[src/rtl/fp_long_rs.sv]
// Reservation station and completion buffer for long-latency FP ops (FDIV/FSQRT).
// Wakes operands from the FPR CDB, dispatches the oldest ready op under credit control, and queues results for the CDB.
module fp_long_rs #(
  parameter int unsigned N_ENTRY   = 4,
  parameter int unsigned TAG_W     = 6,
  parameter int unsigned LAT       = 8,
  parameter int unsigned OUT_DEPTH = 4
) (
  input  logic                   clk,
  input  logic                   reset_n,
  input  logic                   flush,
  input  logic                   issue_valid,
  output logic                   issue_ready,
  input  logic                   issue_op,
  input  logic [TAG_W-1:0]       issue_tag,
  input  logic [1:0]             opd_valid,
  input  logic [1:0][TAG_W-1:0]  opd_tag,
  input  logic [1:0][31:0]       opd_data,
  input  logic                   cdb_valid,
  input  logic [TAG_W-1:0]       cdb_tag,
  input  logic [31:0]            cdb_data,
  output logic                   core_valid,
  output logic                   core_op,
  output logic [31:0]            core_a,
  output logic [31:0]            core_b,
  input  logic [31:0]            core_result,
  output logic                   cdb_req_valid,
  input  logic                   cdb_req_ready,
  output logic [TAG_W-1:0]       cdb_req_tag,
  output logic [31:0]            cdb_req_data
);

  localparam int unsigned SEL_W = $clog2(N_ENTRY);
  localparam int unsigned CNT_W = $clog2(N_ENTRY + 1);
  localparam int unsigned PTR_W = (OUT_DEPTH > 1) ? $clog2(OUT_DEPTH) : 1;
  localparam int unsigned CRD_W = $clog2(OUT_DEPTH + 1);

  typedef struct packed {
    logic                  v;
    logic                  op;
    logic [TAG_W-1:0]      tag;
    logic [1:0]            ov;
    logic [1:0][TAG_W-1:0] otag;
    logic [1:0][31:0]      od;
  } ent_t;

  ent_t               r_ent [N_ENTRY];
  ent_t               w_wk  [N_ENTRY];
  ent_t               w_nxt [N_ENTRY];
  ent_t               w_new;
  logic [N_ENTRY-1:0] w_rdy;
  logic [SEL_W-1:0]   w_sel;
  logic               w_any;
  logic               w_disp;
  logic               w_issue;
  logic [CNT_W-1:0]   w_cnt;

  logic [LAT-1:0]     r_inf_v;
  logic [TAG_W-1:0]   r_inf_tag [LAT];

  logic [TAG_W-1:0]   r_fq_tag  [OUT_DEPTH];
  logic [31:0]        r_fq_data [OUT_DEPTH];
  logic [PTR_W-1:0]   r_wr;
  logic [PTR_W-1:0]   r_rd;
  logic [CRD_W-1:0]   r_fcnt;
  logic [CRD_W-1:0]   w_fcnt_nxt;
  logic               r_fvalid;
  logic [CRD_W-1:0]   r_credits;
  logic               w_push;
  logic               w_pop;

  function automatic logic [PTR_W-1:0] ptr_inc(input logic [PTR_W-1:0] p);
    return (p == PTR_W'(OUT_DEPTH - 1)) ? '0 : p + PTR_W'(1);
  endfunction

  // Oldest ready entry; scanning downward leaves the lowest index selected
  always_comb begin
    w_rdy = '0;
    w_any = 1'b0;
    w_sel = '0;
    for (int i = int'(N_ENTRY) - 1; i >= 0; i--) begin
      w_rdy[i] = r_ent[i].v & (&r_ent[i].ov);
      if (w_rdy[i]) begin
        w_any = 1'b1;
        w_sel = SEL_W'(i);
      end
    end
  end

  assign w_disp      = w_any & (r_credits != '0) & ~flush;
  assign issue_ready = ~r_ent[N_ENTRY-1].v | w_disp;
  assign w_issue     = issue_valid & issue_ready & ~flush;

  assign core_valid  = w_disp;
  assign core_op     = r_ent[w_sel].op;
  assign core_a      = r_ent[w_sel].od[0];
  assign core_b      = r_ent[w_sel].od[1];

  // Occupancy after this cycle's dispatch = slot for the incoming op
  always_comb begin
    w_cnt = '0;
    for (int i = 0; i < int'(N_ENTRY); i++) begin
      w_cnt = w_cnt + CNT_W'(r_ent[i].v);
    end
    if (w_disp) begin
      w_cnt = w_cnt - CNT_W'(1);
    end
  end

  always_comb begin
    w_new      = '0;
    w_new.v    = 1'b1;
    w_new.op   = issue_op;
    w_new.tag  = issue_tag;
    w_new.otag = opd_tag;
    for (int j = 0; j < 2; j++) begin
      if (opd_valid[j] || (j == 1 && issue_op)) begin
        w_new.ov[j] = 1'b1;
        w_new.od[j] = opd_data[j];
      end else if (cdb_valid && opd_tag[j] == cdb_tag) begin
        w_new.ov[j] = 1'b1;
        w_new.od[j] = cdb_data;
      end
    end
  end

  // Wakeup, then remove dispatched entry and shift down, then insert new op
  always_comb begin
    for (int i = 0; i < int'(N_ENTRY); i++) begin
      w_wk[i] = r_ent[i];
      for (int j = 0; j < 2; j++) begin
        if (r_ent[i].v && !r_ent[i].ov[j] && cdb_valid && r_ent[i].otag[j] == cdb_tag) begin
          w_wk[i].ov[j] = 1'b1;
          w_wk[i].od[j] = cdb_data;
        end
      end
    end
    for (int i = 0; i < int'(N_ENTRY) - 1; i++) begin
      w_nxt[i] = (w_disp && SEL_W'(i) >= w_sel) ? w_wk[i+1] : w_wk[i];
    end
    w_nxt[N_ENTRY-1] = w_disp ? '0 : w_wk[N_ENTRY-1];
    for (int i = 0; i < int'(N_ENTRY); i++) begin
      if (w_issue && CNT_W'(i) == w_cnt) begin
        w_nxt[i] = w_new;
      end
    end
  end

  always_ff @(posedge clk or negedge reset_n) begin
    if (!reset_n) begin
      for (int i = 0; i < int'(N_ENTRY); i++) r_ent[i] <= '0;
    end else if (flush) begin
      for (int i = 0; i < int'(N_ENTRY); i++) r_ent[i] <= '0;
    end else begin
      for (int i = 0; i < int'(N_ENTRY); i++) r_ent[i] <= w_nxt[i];
    end
  end

  // Tags of ops in the core; stage LAT-1 lines up with core_result
  always_ff @(posedge clk or negedge reset_n) begin
    if (!reset_n) begin
      r_inf_v <= '0;
      for (int i = 0; i < int'(LAT); i++) r_inf_tag[i] <= '0;
    end else if (flush) begin
      r_inf_v <= '0;
    end else begin
      r_inf_v[0]   <= w_disp;
      r_inf_tag[0] <= r_ent[w_sel].tag;
      for (int i = 1; i < int'(LAT); i++) begin
        r_inf_v[i]   <= r_inf_v[i-1];
        r_inf_tag[i] <= r_inf_tag[i-1];
      end
    end
  end

  assign w_push        = r_inf_v[LAT-1];
  assign w_pop         = r_fvalid & cdb_req_ready;
  assign cdb_req_valid = r_fvalid;
  assign cdb_req_tag   = r_fq_tag[r_rd];
  assign cdb_req_data  = r_fq_data[r_rd];

  always_comb begin
    w_fcnt_nxt = r_fcnt;
    if (w_push && !w_pop) begin
      w_fcnt_nxt = r_fcnt + CRD_W'(1);
    end else if (!w_push && w_pop) begin
      w_fcnt_nxt = r_fcnt - CRD_W'(1);
    end
  end

  always_ff @(posedge clk) begin
    if (w_push && !flush) begin
      r_fq_tag[r_wr]  <= r_inf_tag[LAT-1];
      r_fq_data[r_wr] <= core_result;
    end
  end

  always_ff @(posedge clk or negedge reset_n) begin
    if (!reset_n) begin
      r_wr      <= '0;
      r_rd      <= '0;
      r_fcnt    <= '0;
      r_fvalid  <= 1'b0;
      r_credits <= CRD_W'(OUT_DEPTH);
    end else if (flush) begin
      r_wr      <= '0;
      r_rd      <= '0;
      r_fcnt    <= '0;
      r_fvalid  <= 1'b0;
      r_credits <= CRD_W'(OUT_DEPTH);
    end else begin
      if (w_push) r_wr <= ptr_inc(r_wr);
      if (w_pop)  r_rd <= ptr_inc(r_rd);
      r_fcnt   <= w_fcnt_nxt;
      r_fvalid <= (w_fcnt_nxt != '0);
      if (w_disp && !w_pop) begin
        r_credits <= r_credits - CRD_W'(1);
      end else if (!w_disp && w_pop) begin
        r_credits <= r_credits + CRD_W'(1);
      end
    end
  end

endmodule

[config.mk]
export PLATFORM = sky130hd
export DESIGN_NAME = fp_long_rs
export DESIGN_NICKNAME = d
export VERILOG_FILES = /design/src/rtl/fp_long_rs.sv
export SDC_FILE = /design/constraint.sdc
export NUM_CORES = 1
export LEC_CHECK = 0
export ABC_AREA = 1
export CORE_UTILIZATION = 30
export CTS_CLUSTER_SIZE = 25
export DETAILED_ROUTE_END_ITERATION = 16
export GPL_ROUTABILITY_DRIVEN = 0
export GPL_TIMING_DRIVEN = 1
export PLACE_DENSITY = 0.45
export SLEW_MARGIN = 25
export SYNTH_ARGS = -nofsm -noshare
export SYNTH_HDL_FRONTEND = slang
export SYNTH_SLANG_ARGS = --single-unit
[constraint.sdc]
create_clock -name clk -period 3.46 [get_ports clk]
set_input_delay 0.519 -clock clk [delete_from_list [all_inputs] [get_ports clk]]
set_output_delay 0.519 -clock clk [all_outputs]
set_load 0.01 [all_outputs]
==> flow_summary.json <==
{
  "cp_top_family": "buffers and inverters",
  "synthMuxAreaShare_pct": 0.683,
  "cts_inserted_buffers": 72,
  "slew_headroom_pct": 40.0,
  "synthArstFlopShare_pct": 73.0,
  "nets": 4801,
  "rows": 119,
  "grt_max_degree": 117,
  "antenna_found_initial": 4,
  "die_w_um": 330,
  "routedWlPerCell_um": 23.9,
  "cts_buffer_depth": 3,
  "path_buf_inv": 6,
  "grtUsageTotal_pct": 26.1,
  "slowest_delay_ns": 0.38,
  "cts_tree": "built",
  "overflow": 0,
  "wl_um": 145000,
  "p_leak_uw": 0.0180,
  "place_area_um2": 37300,
  "rsz0062_at_grt": "true",
  "vias": 32400,
  "antenna_left": 0,
  "critical_path.most_common_cell": "buf_4",
  "clk_latency_ns": 0.66,
  "drcViolationCount": 0,
  "status": "finished clean",
  "io_pins": 267,
  "clkTransAtPathRegs_ns": 0.06,
  "yosys.area_share.xor_xnor_pct": 0.570,
  "synth_simple_gate_area_share_pct": 25.4,
  "drt_iter0_drc": 2978,
  "synthToLayoutAreaGrowth_pct": 25.8,
  "skew_ns": 0.0306,
  "synthCells": 4410,
  "max_cap_viol_count": 0,
  "ir_drop_uv": 503,
  "fmax_mhz": 294,
  "synth_cell_types": 45,
  "cts-root-buf": "clkbuf_16",
  "cts_max_level": 3,
  "finalSetupTns_ns": 0,
  "synth_fa_ha_area_share_pct": 0.512,
  "netlist_area_um2": 32200,
  "dp.final_hpwl_um": 86000,
  "grt_pass1_vias": 30600,
  "coreArea_um2": 106000,
  "start_kind": "flop",
  "drive_above_1_share_pct": 9.93,
  "synth-edff-count": 152,
  "yosys_most_used_dff": "dfrtp_1",
  "synth_compound_area_share_pct": 19.0,
  "holdCritPathClass": "primary input to flop",
  "tightest_slew_ns": 0.898,
  "slowest_stage": "dfrtp_1",
  "fillers": 11000,
  "powerDensity_nw_per_um2": 583,
  "first_pass_iters": 6,
  "viasPerCell": 5.33,
  "crit_chain": "buf_4 > nand3_2 > nand4_1 > a21oi_4 > buf_12 > buf_16 > buf_4 > buf_4 > nand2_1 > a31oi_1 > dlygate4sd1_1",
  "synth_nets": 4583,
  "synth_seq_cells": 563,
  "synth-seq-area-share_pct": 46.1,
  "syn_area_per_cell_um2": 7.31,
  "die_h_um": 330,
  "drv_slew": 0,
  "final_cell_area_um2": 40600,
  "ys_warn_count": 0,
  "endpoint_kind": "output port",
  "die-area_um2": 109000,
  "hold_viol_final": 0,
  "cp_max_fo": 8,
  "criticalPathCategory": "flop to output port",
  "min_period_ns": 3.40,
  "final.period_utilization_pct": 98.2,
  "cp.required_ns": 2.94,
  "synth_top_family_by_area": "simple AND/OR/NAND/NOR gates",
  "critPathArrivalTime_ns": 2.88,
  "initial_core_util_pct": 30.5,
  "setup_viol": 0,
  "port_buffers": 266,
  "clkSinkCount": 563,
  "grt_pass1_wl_um": 210000
}
==> state kept, by name, indices dropped and copies added (netlist names) <==
signal         flops
r_fq_tag          24
r_ent            344
r_fq_data        128
r_fcnt             3
r_inf_tag         48
r_credits          3
r_inf_v            8
cdb_req_valid      1
r_wr               2
r_rd               2
==> report_power, final <==
group	switching, µW	internal (µW)
clock network	3300	4690
registers	560	7720
logic	4740	2650
==> cells in the mapped netlist, types with 3 or more instances <==
master    instances  share of area (%)
inv_2            11               0.13
nor2_1          477                5.6
clkbuf_1        220                2.6
nand2_1        1149                 13
dfrtp_1         410                 32
a21oi_1         261                4.1
a31oi_1          74                1.4
buf_4             8               0.19
xnor2_1           7               0.19
mux2i_1          22               0.68
o21ai_1          55               0.85
buf_2            84                1.3
o211ai_1         18               0.42
nand4_1          14               0.27
nor3_1           11               0.17
buf_1            11               0.13
nand3_1         352                5.5
buf_6             3               0.10
inv_1           292                3.4
edfxtp_1        152                 14
xor2_1           14               0.38
clkinv_1          4              0.047
o21ai_0         590                9.2
nand2_2           4              0.078
ha_1             10               0.39
o21bai_1         90                2.1
o22ai_1          41               0.80
==> worst register-to-register path, stage by stage (launching register included) <==
cell and delay [ns]:
dfrtp_1 0.34, inv_1 0.08, fa_1 0.53, inv_1 0.04, ha_1 0.17, ha_1 0.29
inv_1 0.04, ha_1 0.26, inv_1 0.03, nand4_1 0.10, nand2_1 0.10, nor2_4 0.19
buf_12 0.21, nand2_4 0.15, inv_2 0.14, buf_12 0.29, nor2_1 0.12, nor2_1 0.10
==> cell usage in the layout, fill, tap and decap left out, drive strengths merged <==
cell	instances
buf	221
ha	10
clkinv	28
fa	2
dfrtp	410
nand3	355
a211oi	1
o211ai	18
o221ai	2
o22ai	41
clkdlybuf4s15	7
dfstp	1
o21ai	645
nor2	481
xnor2	7
nor3	12
clkdlybuf4s50	198
bufbuf	1
o21bai	90
a21oi	262
mux2i	22
and2	1
nand2	1155
dlygate4sd2	8
diode	1
edfxtp	152
clkinvlp	1
or2	3
dlygate4sd3	1
clkbuf	129
inv	305
dlygate4sd1	1
xor2	14
nand4	14
a21boi	1
bufinv	5
nor4	2
o2111ai	1
a31oi	74
==> repair_timing <==
item	CTS	global route
cloned	9	4
gates resized for setup	204	100
setup buffers	16	5
endpoints found under the setup margin	69	222
endpoints found under the hold margin	62	0
pin swaps	7	9
hold buffers	1	0
==> layout make-up <==
type / count / area [µm²] / area share (%)
Multi-Input combinational cell: 3213 / 15400 / 38.0
Sequential cell: 563 / 14900 / 36.6
Timing Repair Buffer: 469 / 4860 / 12.0
Clock buffer: 97 / 2090 / 5.16
Tap cell: 1391 / 1740 / 4.29
Inverter: 307 / 1170 / 2.89
Clock inverter: 30 / 427 / 1.05
Timing Repair inverter: 2 / 12.5 / 0.0309
Antenna cell: 1 / 2.50 / 0.00617
==> layer usage <==
metal | global-route usage [%] | vias to the layer above | wire length, µm
li1 | - | 15100 | -
met1 | 35.8 | 15600 | 64100
met2 | 39.8 | 1412 | 63300
met3 | 6.95 | 256 | 13800
met4 | 8.32 | 4 | 3910
met5 | 0 | - | 24
==> through the flow <==
step | hold WS, ns | power (µW) | setup WS, ns | std cells | utilization (%)
floorplan | 0.223 | 12100 | 0.00445 | 4410 | -
global placement | 0.435 | 15300 | 0.0350 | 5911 | 35.2
detailed placement | 0.445 | 15300 | 0.0190 | 5911 | 35.2
CTS | 0.216 | 23500 | -0.000787 | 6064 | 38.2
global route | 0.263 | 24800 | -0.0128 | 6072 | 38.3
finish | 0.252 | 23700 | 0.0637 | 6073 | 38.3
==> kinds of logic after synthesis <==
family,Yosys count
AND/OR/NAND/NOR,2023
AO/OA/AOI/OAI,1135
buffers and inverters,634
flip-flops,563
multiplexers,22
XOR/XNOR,21
adder cells (fa/ha/maj),12
==> worst paths after layout <==
kind                       startpoint       endpoint  slack [ns]  cells after the start
hold / removal                  flush  r_inf_tag[39]        0.25                      4
min in group asynchronous     reset_n     r_ent[218]        0.50                      2
setup reg to reg            r_ent[85]     r_ent[218]        0.18                     17
hold reg to reg            r_inf_v[0]     r_inf_v[1]        0.45                      2
setup / recovery           r_ent[171]      core_a[4]        0.06                     11
max in group asynchronous     reset_n     r_ent[229]        2.08                      3
Power figures use the tool's default switching activity.
